==> config.mk <==
export PLATFORM = sky130hd
export DESIGN_NAME = moving_avg_multi_ci
export DESIGN_NICKNAME = d
export VERILOG_FILES = /design/src/rtl/moving_avg_multi_ci.sv
export SDC_FILE = /design/constraint.sdc
export NUM_CORES = 1
export LEC_CHECK = 0
export CORE_UTILIZATION = 50
export CTS_BUF_LIST = sky130_fd_sc_hd__clkbuf_8
export DETAILED_ROUTE_END_ITERATION = 16
export PLACE_DENSITY = 0.71
export SLEW_MARGIN = 20
export SYNTH_ARGS = -nofsm -noshare
export SYNTH_HDL_FRONTEND = slang
export SYNTH_SLANG_ARGS = --single-unit
==> constraint.sdc <==
create_clock -name clk -period 6.7 [get_ports clk]
set_input_delay 1.005 -clock clk [delete_from_list [all_inputs] [get_ports clk]]
set_output_delay 1.005 -clock clk [all_outputs]
set_load 0.01 [all_outputs]
==> src/rtl/moving_avg_multi_ci.sv <==
// moving_avg_multi_ci
//   Multicycle custom instruction for a Nios II CPU: a multi-channel moving-average filter.
//   Each channel holds its last 2**LOG2_DEPTH samples plus a running sum. The sum is updated
//   in O(1) per sample: the new sample is added and the evicted sample is subtracted.
//
// Ports
//   clk     in   clock
//   reset   in   asynchronous, active-high reset
//   clk_en  in   clock enable; when low, the FSM and all registers hold
//   start   in   instruction start; honoured only in the idle state
//   dataa   in   sample in bits [DATA_W-1:0]
//   datab   in   [31:30] opcode (00 push, 01 read, 10 clear, 11 count), [7:0] channel
//   result  out  operation result; valid while done=1
//   done    out  one-cycle completion pulse; held while clk_en is low
//
// Configuration macro
//   MAVG_ROUND_EN  when defined, averages round half up instead of truncating (floor).
module moving_avg_multi_ci #(
    parameter int unsigned DATA_W     = 16,
    parameter int unsigned LOG2_DEPTH = 4,
    parameter int unsigned CHANNELS   = 2,
    parameter int unsigned SIGNED     = 0
) (
    input  logic        clk,
    input  logic        reset,
    input  logic        clk_en,
    input  logic        start,
    input  logic [31:0] dataa,
    input  logic [31:0] datab,
    output logic [31:0] result,
    output logic        done
);

    localparam int unsigned Depth = 2 ** LOG2_DEPTH;
    localparam int unsigned SumW  = DATA_W + LOG2_DEPTH;
    localparam int unsigned CntW  = LOG2_DEPTH + 1;
    localparam int unsigned ChanW = (CHANNELS > 1) ? $clog2(CHANNELS) : 1;
    localparam bit          IsSigned  = (SIGNED != 0);
    localparam logic [8:0]  ChanLimit = 9'(CHANNELS);
    localparam logic [CntW-1:0] CntFull = CntW'(Depth);

    typedef enum logic [1:0] {OpPush, OpRead, OpClear, OpCount} op_e;
    typedef enum logic [1:0] {StIdle, StFetch, StUpdate, StDone} state_e;

    state_e              state_q;
    op_e                 op_q;
    logic [7:0]          chan_q;
    logic [DATA_W-1:0]   sample_q;
    logic [DATA_W-1:0]   oldest_q;
    logic [31:0]         result_q;
    logic                done_q;

    logic [LOG2_DEPTH-1:0] ptr_q [CHANNELS];
    logic [SumW-1:0]       sum_q [CHANNELS];
    logic [CntW-1:0]       cnt_q [CHANNELS];
    // Sample store is deliberately not reset; the fill count masks stale entries.
    logic [DATA_W-1:0]     ram_q [CHANNELS][Depth];

    logic                  chan_ok;
    logic [ChanW-1:0]      chan_sel;
    logic [LOG2_DEPTH-1:0] cur_ptr;
    logic [SumW-1:0]       cur_sum;
    logic [CntW-1:0]       cur_cnt;
    logic [SumW-1:0]       sample_ext;
    logic [SumW-1:0]       evict_ext;
    logic [SumW-1:0]       push_sum;
    logic [31:0]           push_avg;
    logic [31:0]           read_avg;
    logic                  ram_we;

    logic unused_bits;
    assign unused_bits = ^{dataa[31:DATA_W], datab[29:8]};

    // Divide by the full window depth, then extend to the 32-bit result.
    function automatic logic [31:0] average(input logic [SumW-1:0] s);
        logic [SumW:0]     biased;
        logic [DATA_W-1:0] avg;
        biased = {IsSigned & s[SumW-1], s};
`ifdef MAVG_ROUND_EN
        biased = biased + (SumW + 1)'(Depth / 2);
`endif
        // The rounded quotient always fits in DATA_W bits, so the extra top bit can be dropped.
        avg = biased[SumW-1:LOG2_DEPTH];
        return IsSigned ? {{(32 - DATA_W){avg[DATA_W-1]}}, avg}
                        : {{(32 - DATA_W){1'b0}}, avg};
    endfunction

    always_comb begin
        chan_ok    = ({1'b0, chan_q} < ChanLimit);
        // Out-of-range channels alias channel 0 for reads only; every write is gated by chan_ok.
        chan_sel   = chan_ok ? chan_q[ChanW-1:0] : '0;
        cur_ptr    = ptr_q[chan_sel];
        cur_sum    = sum_q[chan_sel];
        cur_cnt    = cnt_q[chan_sel];
        sample_ext = {{LOG2_DEPTH{IsSigned & sample_q[DATA_W-1]}}, sample_q};
        evict_ext  = (cur_cnt == CntFull) ?
                     {{LOG2_DEPTH{IsSigned & oldest_q[DATA_W-1]}}, oldest_q} : '0;
        push_sum   = cur_sum + sample_ext - evict_ext;
        push_avg   = average(push_sum);
        read_avg   = average(cur_sum);
        ram_we     = clk_en && !reset && (state_q == StUpdate) && chan_ok && (op_q == OpPush);
    end

    always_ff @(posedge clk) begin
        if (ram_we) begin
            ram_q[chan_sel][cur_ptr] <= sample_q;
        end
    end

    always_ff @(posedge clk or posedge reset) begin
        if (reset) begin
            state_q  <= StIdle;
            op_q     <= OpPush;
            chan_q   <= '0;
            sample_q <= '0;
            oldest_q <= '0;
            result_q <= '0;
            done_q   <= 1'b0;
            for (int unsigned i = 0; i < CHANNELS; i++) begin
                ptr_q[i] <= '0;
                sum_q[i] <= '0;
                cnt_q[i] <= '0;
            end
        end else if (clk_en) begin
            unique case (state_q)
                StIdle: begin
                    if (start) begin
                        op_q     <= op_e'(datab[31:30]);
                        chan_q   <= datab[7:0];
                        sample_q <= dataa[DATA_W-1:0];
                        state_q  <= StFetch;
                    end
                end
                StFetch: begin
                    oldest_q <= ram_q[chan_sel][cur_ptr];
                    state_q  <= StUpdate;
                end
                StUpdate: begin
                    state_q <= StDone;
                    done_q  <= 1'b1;
                    if (!chan_ok) begin
                        result_q <= '0;
                    end else begin
                        unique case (op_q)
                            OpPush: begin
                                sum_q[chan_sel] <= push_sum;
                                ptr_q[chan_sel] <= cur_ptr + LOG2_DEPTH'(1);
                                if (cur_cnt != CntFull) begin
                                    cnt_q[chan_sel] <= cur_cnt + CntW'(1);
                                end
                                result_q <= push_avg;
                            end
                            OpRead: begin
                                result_q <= read_avg;
                            end
                            OpClear: begin
                                ptr_q[chan_sel] <= '0;
                                sum_q[chan_sel] <= '0;
                                cnt_q[chan_sel] <= '0;
                                result_q        <= '0;
                            end
                            OpCount: begin
                                result_q <= 32'(cur_cnt);
                            end
                        endcase
                    end
                end
                StDone: begin
                    done_q  <= 1'b0;
                    state_q <= StIdle;
                end
                default: begin
                    state_q <= StIdle;
                end
            endcase
        end
    end

    assign result = result_q;
    assign done   = done_q;

endmodule

==> out/summary.log, run 1 <==
INFO  worst_setup_path slowest_stage=sky130_fd_sc_hd__and3_1
INFO  min_path       hold_path_class=flop to flop
INFO  clocking       ctsHtreeMaxLevel=3
INFO  worst_setup_path r2r-start=chan_q[6]
INFO  worst_setup_path critPathArrivalTime=5.83ns
INFO  worst_setup_path timing.reg2reg.setup_slack=1.41ns
INFO  synth          cell_types_occupying_the_most_area_after_synthesis=sky130_fd_sc_hd__edfxtp_1 58%, sky130_fd_sc_hd__dfrtp_1 11%, sky130_fd_sc_hd__mux4_2 10%
INFO  global_route   grt-ovfl-total=0
INFO  worst_setup_path crit_path_cell_trace=nor3_1, nand3_4, mux2i_1, ha_1, and3_1, and2_1, ha_1, inv_1, ha_1, fa_1, a211oi_1, o21ai_1, a2bb2oi_2, o21ai_2, a221oi_2, xor2_1, o221ai_1
INFO  sta            worst_tran_pin_value=0.934ns
INFO  cells_and_area post-route-cell-area=29900um^2
INFO  floorplanning  die_height=233um
INFO  clocking       max-clock-path-buffers=3
INFO  synth          post-synth-top-area-fraction=57.5%
INFO  place          placed_cell_area=28100um^2
INFO  cells_and_area finish.cell_count_without_fillers=2562
INFO  sta            fin_worst_hold_slack=0.468ns
INFO  power_and_ir_drop power_density=415nW/um^2
INFO  sta            slew_headroom=37.7%
INFO  job            max_cap_check_violation_count=0
INFO  clocking       cts.repair_timing.setup_buffer_count=0
INFO  global_route   global_route_wire_length_before_repair=94.3mm
INFO  cells_and_area post_route_cells_drive_above_1_share=19.8%
INFO  worst_setup_path critical-path-max-stage-delay=0.64ns
INFO  power_and_ir_drop p_int=7.98mW
INFO  sta            max_freq=0.189GHz
INFO  power_and_ir_drop p_leak=10.7nW
INFO  min_path       hold_end=sum_q[28]
INFO  worst_setup_path crit-reg2reg-capture=result[14]
INFO  clocking       tritoncts_clock_tree=yes
INFO  synth          ys_top_cells_by_count=512 x sky130_fd_sc_hd__edfxtp_1, 212 x sky130_fd_sc_hd__nand2_1, 122 x sky130_fd_sc_hd__mux4_2
INFO  sta            timing_max_transition_violations_final=0
INFO  sta            grt_setup_unrepaired=no
INFO  drt            vias_per_cell=5.92
INFO  drt            starting_drc_count_in_detailed_routing=1637
INFO  global_route   grt_pass1_vias=15100
INFO  worst_setup_path r2r.worst_path.cells=17
INFO  sta            final_min_period_over_clock_period=79.0%
INFO  synth          synthMostInstantiatedCell=sky130_fd_sc_hd__edfxtp_1
INFO  clocking       clock_insertion_delay_worst_skew=0.69ns
INFO  worst_setup_path timing_worst_setup_path_type=flop to flop
INFO  floorplanning  floorplan.die.width=233um
INFO  power_and_ir_drop power.ir.vdd_worst=0.000247V
INFO  min_path       hold_path_depth=2
INFO  clocking       post_cts_hold_buffer_count=0
INFO  power_and_ir_drop p_total=12.4mW
INFO  synth          async_flop_share=18.9%
INFO  sta            clock-skew-final=0.0222ns
INFO  synth          synth.lib_cells_used.distinct=65
INFO  place          detailed_place_hpwl=38.1mm
INFO  cells_and_area design.final.nets=1910
INFO  worst_setup_path origin_of_the_worst_setup_path=chan_q[6]
INFO  synth          synth.largest_area_cell=sky130_fd_sc_hd__edfxtp_1
INFO  synth          syn-cell-area=26700um^2
INFO  drt            routed_wire_length_per_instance=24.8um
INFO  drt            detail_route.drc_violations=0
INFO  place          finalWeightedCongestion=0.913
INFO  worst_setup_path critical_path.startpoint_type=flop
INFO  worst_setup_path endpoint_kind=flop
INFO  synth          postSynthCellCount=1674
INFO  clocking       tritoncts_buffers=98
INFO  drt            route.vias.total=15200
INFO  power_and_ir_drop power.net_switching=4.42mW
INFO  drt            postRouteWirelength=63.6mm
INFO  clocking       clock-sinks=631
INFO  floorplanning  placeableCoreArea=52700um^2
INFO  cells_and_area fillerInstances=3966
INFO  power_and_ir_drop power.clock.fraction=24.2%
INFO  floorplanning  initial_core_util=50.7%
INFO  worst_setup_path cp_max_fo=22
INFO  drt            antenna_left=0
INFO  sta            finalWorstPathRequiredPeriod=5.29ns
INFO  global_route   maximum_number_of_pins_on_one_net_before_global_route_repair=68
INFO  synth          synth-seq-area-share=68.7%
INFO  synth          synth_top_flop_cell=sky130_fd_sc_hd__edfxtp_1
INFO  place          place_inst=2384
INFO  min_path       worst_hold_startpoint=sum_q[28]
INFO  sta            report.final.hold_viol_count=0
INFO  sta            fin_tns_setup=0ns
INFO  drt            drt-pass1-iter-count=5
INFO  power_and_ir_drop share_comb_of_total_power=33.5%
INFO  clocking       post_cts_resize_count=0
INFO  power_and_ir_drop power.sequential.fraction=42.3%
INFO  power_and_ir_drop switching_share_of_power=35.6%
INFO  global_route   grtUsageTotal=23.9%
INFO  synth          post_synth.cell_area_avg=16.0um^2
INFO  floorplanning  die_area=54400um^2
INFO  worst_setup_path timing.critical_path.required=7.24ns
INFO  place          port_buffers=46
INFO  clocking       clk_pin_slew_worst_paths=0.07ns
INFO  clocking       ctsRootBufferMaster=sky130_fd_sc_hd__clkbuf_8
INFO  synth          yosys_reg_bits=631
INFO  worst_setup_path critPathMostFrequentCell=sky130_fd_sc_hd__ha_1
INFO  floorplanning  boundaryPins=101
INFO  synth          yosysWarningCount=0
INFO  synth          synth_edf_count=512
INFO  run_status     outcome=finished, final reports clean
INFO  cells_and_area area_growth_syn_to_fin=11.9%
INFO  floorplanning  floorplan_row_count=84
INFO  global_route   antenna_found_initial=1
INFO  sta            final_count_of_negative_setup_slack_endpoints=0
-- registers in the layout (all words and copies together), names as in the netlist --
register,flops
ram_q,512
done,1
cnt_q,10
sample_q,16
oldest_q,16
ptr_q,8
op_q,2
state_q,2
sum_q,40
result,16
chan_q,8
-- layer usage --
layer / share of wire, % / vias up / track usage (%)
li1: - / 6583 / -
met1: 40 / 7786 / 33.1
met2: 48 / 686 / 37.2
met3: 8.8 / 116 / 5.48
met4: 3.0 / 0 / 8.37
met5: 0 / - / 0
-- per-stage QoR --
step                util, %  setup WS [ns]
floorplan                 -           2.34
global placement       53.3           1.48
detailed placement     53.3           1.49
CTS                    56.8           1.44
global route           56.8          0.946
finish                 56.8           1.41
-- layout by cell type (no fill, tap or decap), types with 8 or more instances in the layout --
cell type / synthesis / layout
sky130_fd_sc_hd__a21o_1: 8 / 8
sky130_fd_sc_hd__a21oi_1: 107 / 107
sky130_fd_sc_hd__a22o_1: 26 / 26
sky130_fd_sc_hd__and2_1: 18 / 17
sky130_fd_sc_hd__buf_4: 19 / 66
sky130_fd_sc_hd__clkbuf_8: 0 / 106
sky130_fd_sc_hd__clkdlybuf4s50_1: 0 / 46
sky130_fd_sc_hd__clkinv_1: 1 / 26
sky130_fd_sc_hd__clkinv_2: 0 / 11
sky130_fd_sc_hd__conb_1: 1 / 16
sky130_fd_sc_hd__dfrtp_1: 119 / 115
sky130_fd_sc_hd__edfxtp_1: 512 / 512
sky130_fd_sc_hd__fa_1: 16 / 16
sky130_fd_sc_hd__ha_1: 30 / 30
sky130_fd_sc_hd__inv_1: 62 / 89
sky130_fd_sc_hd__mux2_2: 32 / 32
sky130_fd_sc_hd__mux2i_1: 32 / 32
sky130_fd_sc_hd__mux4_2: 122 / 122
sky130_fd_sc_hd__nand2_1: 212 / 212
sky130_fd_sc_hd__nand3_1: 13 / 13
sky130_fd_sc_hd__nor2_1: 74 / 74
sky130_fd_sc_hd__nor3_1: 14 / 14
sky130_fd_sc_hd__nor4_1: 17 / 17
sky130_fd_sc_hd__o21ai_0: 30 / 30
sky130_fd_sc_hd__o31ai_1: 12 / 12
sky130_fd_sc_hd__xnor2_1: 15 / 15
-- worst max path at each step --
stage / end / slack (ns)
after floorplan: result[12] / 2.34
after global placement: result[14] / 1.48
after detailed placement: result[14] / 1.49
after CTS: result[14] / 1.44
after global routing: result[14] / 0.95
final: result[14] / 1.41
-- power groups by stage --
stage / combinational, mW / sequential, mW / clock [mW]
floorplan: 2.70 / 5.38 / 0
global placement: 3.98 / 5.31 / 0
detailed placement: 4.10 / 5.32 / 0
CTS: 4.13 / 5.24 / 3.05
global route: 4.52 / 5.27 / 3.22
finish: 4.16 / 5.24 / 3.00
-- final cells by class --
type | instances | area, um^2 | area share, %
inverters | 63 | 239 | 0.799
repair buffers | 112 | 956 | 3.20
clock buffers | 106 | 1460 | 4.88
well taps | 688 | 861 | 2.88
multi-input cells | 890 | 7660 | 25.6
flip-flops and latches | 631 | 18400 | 61.4
diodes | 1 | 2.50 | 0.00837
clock inverters | 71 | 354 | 1.18
-- critical path, delay by kind of cell (launching register included) --
kind / cells / cell delay [ns]
flip-flops: 1 / 0.38
AND/OR/NAND/NOR: 4 / 1.66
adder cells (fa/ha/maj): 4 / 1.04
multiplexers: 1 / 0.37
XOR/XNOR: 1 / 0.28
AO/OA/AOI/OAI: 6 / 1.34
buffers and inverters: 1 / 0.04
-- kinds of logic (layout without fill, tap and decap cells) --
| group | after synthesis | in the layout | share of synthesized area (%) |
|---|---|---|---|
| compound gates | 234 | 234 | 5.74 |
| simple gates | 382 | 382 | 6.26 |
| other cells | 1 | 17 | 0.0140 |
| fa+ha+maj | 46 | 46 | 2.60 |
| buf+inv | 168 | 352 | 2.90 |
| xor+xnor | 22 | 22 | 0.721 |
| flops | 631 | 631 | 68.7 |
| mux | 190 | 190 | 13.1 |
Note: power is estimated with default switching activity, not from simulation.
==> run 2, diff against run 1 <==
- PLACE_DENSITY: 0.71 -> 0.74
- clock period: 6.7 -> 4.75 ns (I/O delays scaled with it)
==> run 2 against run 1 <==
Maximum frequency rose by 18%. Die area did not move. Worst hold slack improved by 0.0065 ns. Critical path type unchanged. Global-route usage barely moved. Clock skew rose by 0.013 ns. Wire length fell by 0.88%. First-iteration DRC count fell by 4.2%. Largest power group unchanged. Final cell count rose by 0.74%. Sequential cell count did not move. Power rose by 42%.
==> out/summary.log, run 2 (synthesis results as in run 1) <==
INFO  run_status     outcome=finished, final reports clean
INFO  cells_and_area max_flop_register=ram_q
INFO  cells_and_area mostFrequentLayoutCells=512 x sky130_fd_sc_hd__edfxtp_1, 212 x sky130_fd_sc_hd__nand2_1, 122 x sky130_fd_sc_hd__mux4_2, 115 x sky130_fd_sc_hd__dfrtp_1
INFO  worst_setup_path timing_worst_setup_path_type=flop to flop
INFO  place          place_inst=2408
INFO  worst_setup_path critPathMostFrequentCell=sky130_fd_sc_hd__ha_1
INFO  sta            report.final.hold_viol_count=0
INFO  global_route   grt_pass1_vias=15300
INFO  place          detailed_place_hpwl=38.6mm
INFO  worst_setup_path slowest_stage=sky130_fd_sc_hd__fa_1
INFO  cells_and_area n_antenna_cell=0
INFO  sta            max_freq=0.223GHz
INFO  cells_and_area design.final.nets=1932
INFO  cells_and_area largest_register_ff_count=512
INFO  clocking       tritoncts_buffers=96
INFO  sta            timing_max_transition_violations_final=0
INFO  cells_and_area area_growth_syn_to_fin=12.8%
INFO  global_route   maximum_number_of_pins_on_one_net_before_global_route_repair=64
INFO  place          finalWeightedCongestion=0.907
INFO  worst_setup_path origin_of_the_worst_setup_path=chan_q[7]
INFO  clocking       ctsHtreeMaxLevel=3
INFO  floorplanning  floorplan_row_count=84
INFO  sta            worst_tran_pin_value=0.917ns
INFO  global_route   antenna_found_initial=0
INFO  sta            final_min_period_over_clock_period=94.2%
INFO  floorplanning  placeableCoreArea=52700um^2
INFO  global_route   grtUsageTotal=23.8%
INFO  place          placed_cell_area=28300um^2
INFO  worst_setup_path critical-path-max-stage-delay=0.49ns
INFO  clocking       ctsRootBufferMaster=sky130_fd_sc_hd__clkbuf_8
INFO  place          port_buffers=46
INFO  floorplanning  boundaryPins=101
INFO  sta            grt_setup_unrepaired=no
INFO  clocking       max-clock-path-buffers=3
INFO  sta            final_count_of_negative_setup_slack_endpoints=0
INFO  sta            slew_headroom=38.3%
INFO  worst_setup_path endpoint_kind=flop
INFO  sta            finalWorstPathRequiredPeriod=4.47ns
INFO  worst_setup_path critPathArrivalTime=5.02ns
INFO  cells_and_area post-route-cell-area=30100um^2
INFO  floorplanning  floorplan.die.width=233um
INFO  drt            drt-pass1-iter-count=5
INFO  global_route   global_route_wire_length_before_repair=94.7mm
INFO  drt            starting_drc_count_in_detailed_routing=1568
INFO  cells_and_area mostFrequentLayoutCell=sky130_fd_sc_hd__edfxtp_1
INFO  clocking       clock-sinks=631
INFO  drt            routed_wire_length_per_instance=24.4um
INFO  worst_setup_path crit_path_cell_trace=nor4_4, nand3_4, mux2i_1, ha_1, and3_4, buf_4, and2_1, fa_1, inv_1, ha_1, a2111oi_2, o21ai_1, a2bb2oi_2, o21ai_2, a221oi_2, xor2_1, o221ai_1
INFO  min_path       worst_hold_startpoint=sum_q[20]
INFO  clocking       clk_pin_slew_worst_paths=0.06ns
INFO  clocking       tritoncts_clock_tree=yes
INFO  worst_setup_path cp_max_fo=12
INFO  drt            vias_per_cell=5.94
INFO  job            max_cap_check_violation_count=0
INFO  drt            antenna_left=0
INFO  drt            route.vias.total=15300
INFO  cells_and_area finish.cell_count_without_fillers=2581
INFO  floorplanning  die_height=233um
INFO  power_and_ir_drop power_density=584nW/um^2
INFO  worst_setup_path timing.reg2reg.setup_slack=0.28ns
INFO  worst_setup_path r2r-start=chan_q[7]
INFO  worst_setup_path timing.critical_path.required=5.29ns
INFO  power_and_ir_drop p_leak=10.8nW
INFO  floorplanning  die_area=54400um^2
INFO  cells_and_area layout_top_registers=ram_q x512, sum_q x40
INFO  drt            postRouteWirelength=63.1mm
INFO  cells_and_area final_core_utilization=57.3%
INFO  sta            clock-skew-final=0.0353ns
INFO  floorplanning  initial_core_util=50.7%
INFO  global_route   grt-ovfl-total=0
INFO  clocking       clock_insertion_delay_worst_skew=0.70ns
INFO  worst_setup_path critical_path.startpoint_type=flop
INFO  drt            detail_route.drc_violations=0
INFO  sta            fin_tns_setup=0ns
INFO  power_and_ir_drop power.ir.vdd_worst=0.000441V
INFO  sta            fin_worst_hold_slack=0.474ns
INFO  cells_and_area post_route_cells_drive_above_1_share=21.0%
INFO  min_path       hold_path_class=flop to flop
run 2: worst max-delay path, delay by kind of cell (launching register included):
kind / cells / cell delay, ns
AOI/OAI and AO/OA: 6 / 1.33
xor gates and xnor gates: 1 / 0.29
adders and majority gates: 3 / 0.95
buffers and inverters: 2 / 0.19
DFF: 1 / 0.41
muxes: 1 / 0.18
and+or+nand+nor: 4 / 0.97
run 2: cell type report:
type / count / area [um^2]
Fill cell: 3937 / 22500
Timing Repair Buffer: 136 / 1200
Tap cell: 688 / 861
Clock buffer: 107 / 1470
Inverter: 63 / 239
Sequential cell: 631 / 18400
Multi-Input combinational cell: 890 / 7670
Clock inverter: 66 / 344
run 2: final timing paths:
| check | cells after the start | end |
|---|---|---|
| worst max register to register | 17 | result[14] |
| worst min-delay path | 2 | sum_q[20] |
| max in group asynchronous | 3 | sample_q[10] |
| worst max-delay path | 17 | result[14] |
| worst min register to register | 2 | sum_q[20] |
| min in group asynchronous | 2 | sum_q[8] |
run 2: what timing repair did:
item	in CTS	in global routing
gates resized for setup	0	3
setup buffers	0	0
endpoints found under the setup margin	0	9
hold buffers	0	0
run 2: power breakdown:
part | leakage (nW) | total, mW | switching, mW | internal (mW)
combinational | 3.61 | 6.07 | 3.78 | 2.29
sequential | 6.14 | 7.33 | 0.331 | 6.99
clock | 1.06 | 4.20 | 2.07 | 2.13
total | 10.8 | 17.6 | 6.19 | 11.4
run 2: layer usage:
layer / track usage, % / vias to the layer above / share of wire, % / wire (um)
met1: 31.7 / 7761 / 40 / 25000
met5: 0 / - / 0 / 0
met4: 11.1 / 0 / 4.5 / 2830
li1: - / 6644 / - / -
met2: 37.4 / 788 / 48 / 30100
met3: 5.32 / 149 / 8.1 / 5120
run 2: stage by stage:
| step | total power [mW] | setup slack (ns) |
|---|---|---|
| 6_report | 17.6 | 0.275 |
| 5_1_grt | 18.4 | 0.0471 |
| 4_1_cts | 17.6 | 0.110 |
| 3_5_place_dp | 13.4 | 0.131 |
| 3_3_place_gp | 13.2 | 0.222 |
| 2_1_floorplan | 11.4 | 0.390 |
==> run 3, diff against run 2 <==
- CORE_UTILIZATION: 50 -> 45
- PLACE_DENSITY: 0.74 -> 0.68
==> run 3 against run 2 <==
Sequential power up 0.5%. Worst hold slack got worse by 0.0039 ns. Setup slack worse by 0.0029 ns. Highest routed layer unchanged. Combinational power up 0.7%. Sequential cell count stayed put. Non-clock buffer count fell by 1.
==> out/summary.log, run 3 (synthesis results as in run 1) <==
INFO  cells_and_area n_antenna_cell=0
INFO  floorplanning  floorplan.die.width=246um
INFO  sta            clock-skew-final=0.0454ns
INFO  power_and_ir_drop power.ir.vdd_worst=0.000362V
INFO  cells_and_area mostFrequentLayoutCell=sky130_fd_sc_hd__edfxtp_1
INFO  clocking       clk_pin_slew_worst_paths=0.06ns
INFO  cells_and_area layout_top_registers=ram_q x512, sum_q x40
INFO  sta            fin_tns_setup=0ns
INFO  sta            finalWorstPathRequiredPeriod=4.48ns
INFO  run_status     outcome=finished, final reports clean
INFO  floorplanning  floorplan_row_count=88
INFO  drt            route.vias.total=15300
INFO  floorplanning  die_area=60400um^2
INFO  cells_and_area largest_register_ff_count=512
INFO  worst_setup_path timing_worst_setup_path_type=flop to flop
INFO  place          post-place-ws=0.0604ns
INFO  global_route   grt_pass1_vias=15300
INFO  sta            max_freq=0.223GHz
INFO  floorplanning  boundaryPins=101
INFO  worst_setup_path critPathArrivalTime=5.06ns
INFO  floorplanning  die_height=246um
INFO  place          finalWeightedCongestion=0.912
INFO  job            max_cap_check_violation_count=0
INFO  worst_setup_path slowest_stage=sky130_fd_sc_hd__fa_1
INFO  global_route   grt-ovfl-total=0
INFO  clocking       post_cts_hold_buffer_count=0
INFO  clocking       ctsRootBufferMaster=sky130_fd_sc_hd__clkbuf_8
INFO  clocking       ctsHtreeMaxLevel=3
INFO  cells_and_area post_route_cells_drive_above_1_share=21.1%
INFO  global_route   global_route_wire_length_before_repair=97.0mm
INFO  drt            drt-pass1-iter-count=5
INFO  min_path       hold_path_class=flop to flop
INFO  worst_setup_path endpoint_kind=flop
INFO  global_route   maximum_number_of_pins_on_one_net_before_global_route_repair=67
INFO  place          placed_cell_area=28400um^2
INFO  power_and_ir_drop power_density=587nW/um^2
INFO  sta            final_critical_path_setup_slack=0.272ns
INFO  clocking       clock_insertion_delay_worst_skew=0.72ns
INFO  global_route   antenna_found_initial=0
INFO  worst_setup_path cp_max_fo=11
INFO  drt            starting_drc_count_in_detailed_routing=1397
INFO  cells_and_area fillerInstances=4687
INFO  sta            report.final.hold_viol_count=0
INFO  cells_and_area mostFrequentLayoutCells=512 x sky130_fd_sc_hd__edfxtp_1, 212 x sky130_fd_sc_hd__nand2_1, 122 x sky130_fd_sc_hd__mux4_2, 115 x sky130_fd_sc_hd__dfrtp_1, 107 x sky130_fd_sc_hd__a21oi_1
INFO  cells_and_area design.final.nets=1933
INFO  drt            vias_per_cell=5.76
INFO  cells_and_area area_growth_syn_to_fin=13.3%
INFO  place          detailed_place_hpwl=39.6mm
INFO  clocking       tritoncts_clock_tree=yes
INFO  worst_setup_path crit_path_cell_trace=nor4_4, nand3_4, mux2i_2, ha_1, and3_2, buf_4, and2_1, fa_1, inv_1, ha_1, o21ai_1, o211ai_1, nand3_1, o31a_1, a31oi_1, xnor2_1, o31ai_1
INFO  sta            final_count_of_negative_setup_slack_endpoints=0
INFO  sta            slew_headroom=36.1%
INFO  worst_setup_path timing.reg2reg.setup_slack=0.27ns
INFO  clocking       max-clock-path-buffers=3
INFO  worst_setup_path timing.critical_path.required=5.33ns
INFO  worst_setup_path critical_path.startpoint_type=flop
INFO  sta            worst_tran_pin_value=0.950ns
INFO  cells_and_area final_core_utilization=52.1%
INFO  clocking       tritoncts_buffers=98
INFO  worst_setup_path critical-path-max-stage-delay=0.47ns
INFO  floorplanning  initial_core_util=46.0%
INFO  drt            postRouteWirelength=65.0mm
INFO  cells_and_area post-route-cell-area=30300um^2
INFO  drt            antenna_left=0
INFO  drt            routed_wire_length_per_instance=24.5um
INFO  drt            detail_route.drc_violations=0
INFO  cells_and_area max_flop_register=ram_q
INFO  power_and_ir_drop p_leak=10.8nW
INFO  worst_setup_path critPathMostFrequentCell=sky130_fd_sc_hd__ha_1
INFO  place          port_buffers=46
INFO  global_route   grtUsageTotal=21.9%
INFO  sta            final_min_period_over_clock_period=94.3%
INFO  sta            timing_max_transition_violations_final=0
INFO  floorplanning  placeableCoreArea=58100um^2
INFO  clocking       clock-sinks=631
[run 3: layout make-up]
type | instances | area [um^2] | area share [%]
clock inverters | 68 | 414 | 1.37
well taps | 765 | 957 | 3.16
flip-flops and latches | 631 | 18400 | 60.7
repair buffers | 135 | 1190 | 3.94
multi-input cells | 890 | 7690 | 25.4
inverters | 63 | 239 | 0.790
clock buffers | 102 | 1400 | 4.64
[run 3: critical path: cells and delay by family (launching register included)]
kind	cells	cell delay [ns]
buffers and inverters	2	0.22
multiplexers	1	0.21
XOR/XNOR	1	0.15
flip-flops	1	0.41
AO/OA/AOI/OAI	5	1.19
adder cells (fa/ha/maj)	3	1.00
AND/OR/NAND/NOR	5	1.18
[run 3: path summary, 6_finish.rpt]
path,cells past startpoint,end,from
min,2,sum_q[24],sum_q[24]
max in group asynchronous,3,sum_q[34],reset
min in group asynchronous,2,cnt_q[0],reset
max,17,sum_q[19],chan_q[7]
min reg2reg,2,sum_q[24],sum_q[24]
max reg2reg,17,sum_q[19],chan_q[7]
[run 3: through the flow]
step                hold WS (ns)  std cells  total power, mW
floorplan                  0.438       1689             11.4
global placement           0.449       2478             13.2
detailed placement         0.457       2478             13.4
CTS                        0.471       2648             17.7
global route               0.498       2654             18.6
finish                     0.470       2654             17.8
[run 3: routing by layer]
| metal | global-route usage (%) | share of wire [%] | vias up |
|---|---|---|---|
| li1 | - | - | 6634 |
| met1 | 30.8 | 42 | 7879 |
| met2 | 34.4 | 47 | 650 |
| met3 | 4.53 | 8.0 | 124 |
| met4 | 6.87 | 2.8 | 0 |
| met5 | 0 | 0 | - |
[run 3: power by group]
group / switching [mW] / internal [mW] / total [mW]
registers: 0.374 / 7.00 / 7.37
logic: 3.81 / 2.29 / 6.11
clock network: 2.12 / 2.17 / 4.28
[run 3: repair_timing]
| action | in CTS | in global routing |
|---|---|---|
| resized for setup | 0 | 8 |
| endpoints found under the setup margin | 0 | 25 |
| setup buffers | 0 | 6 |
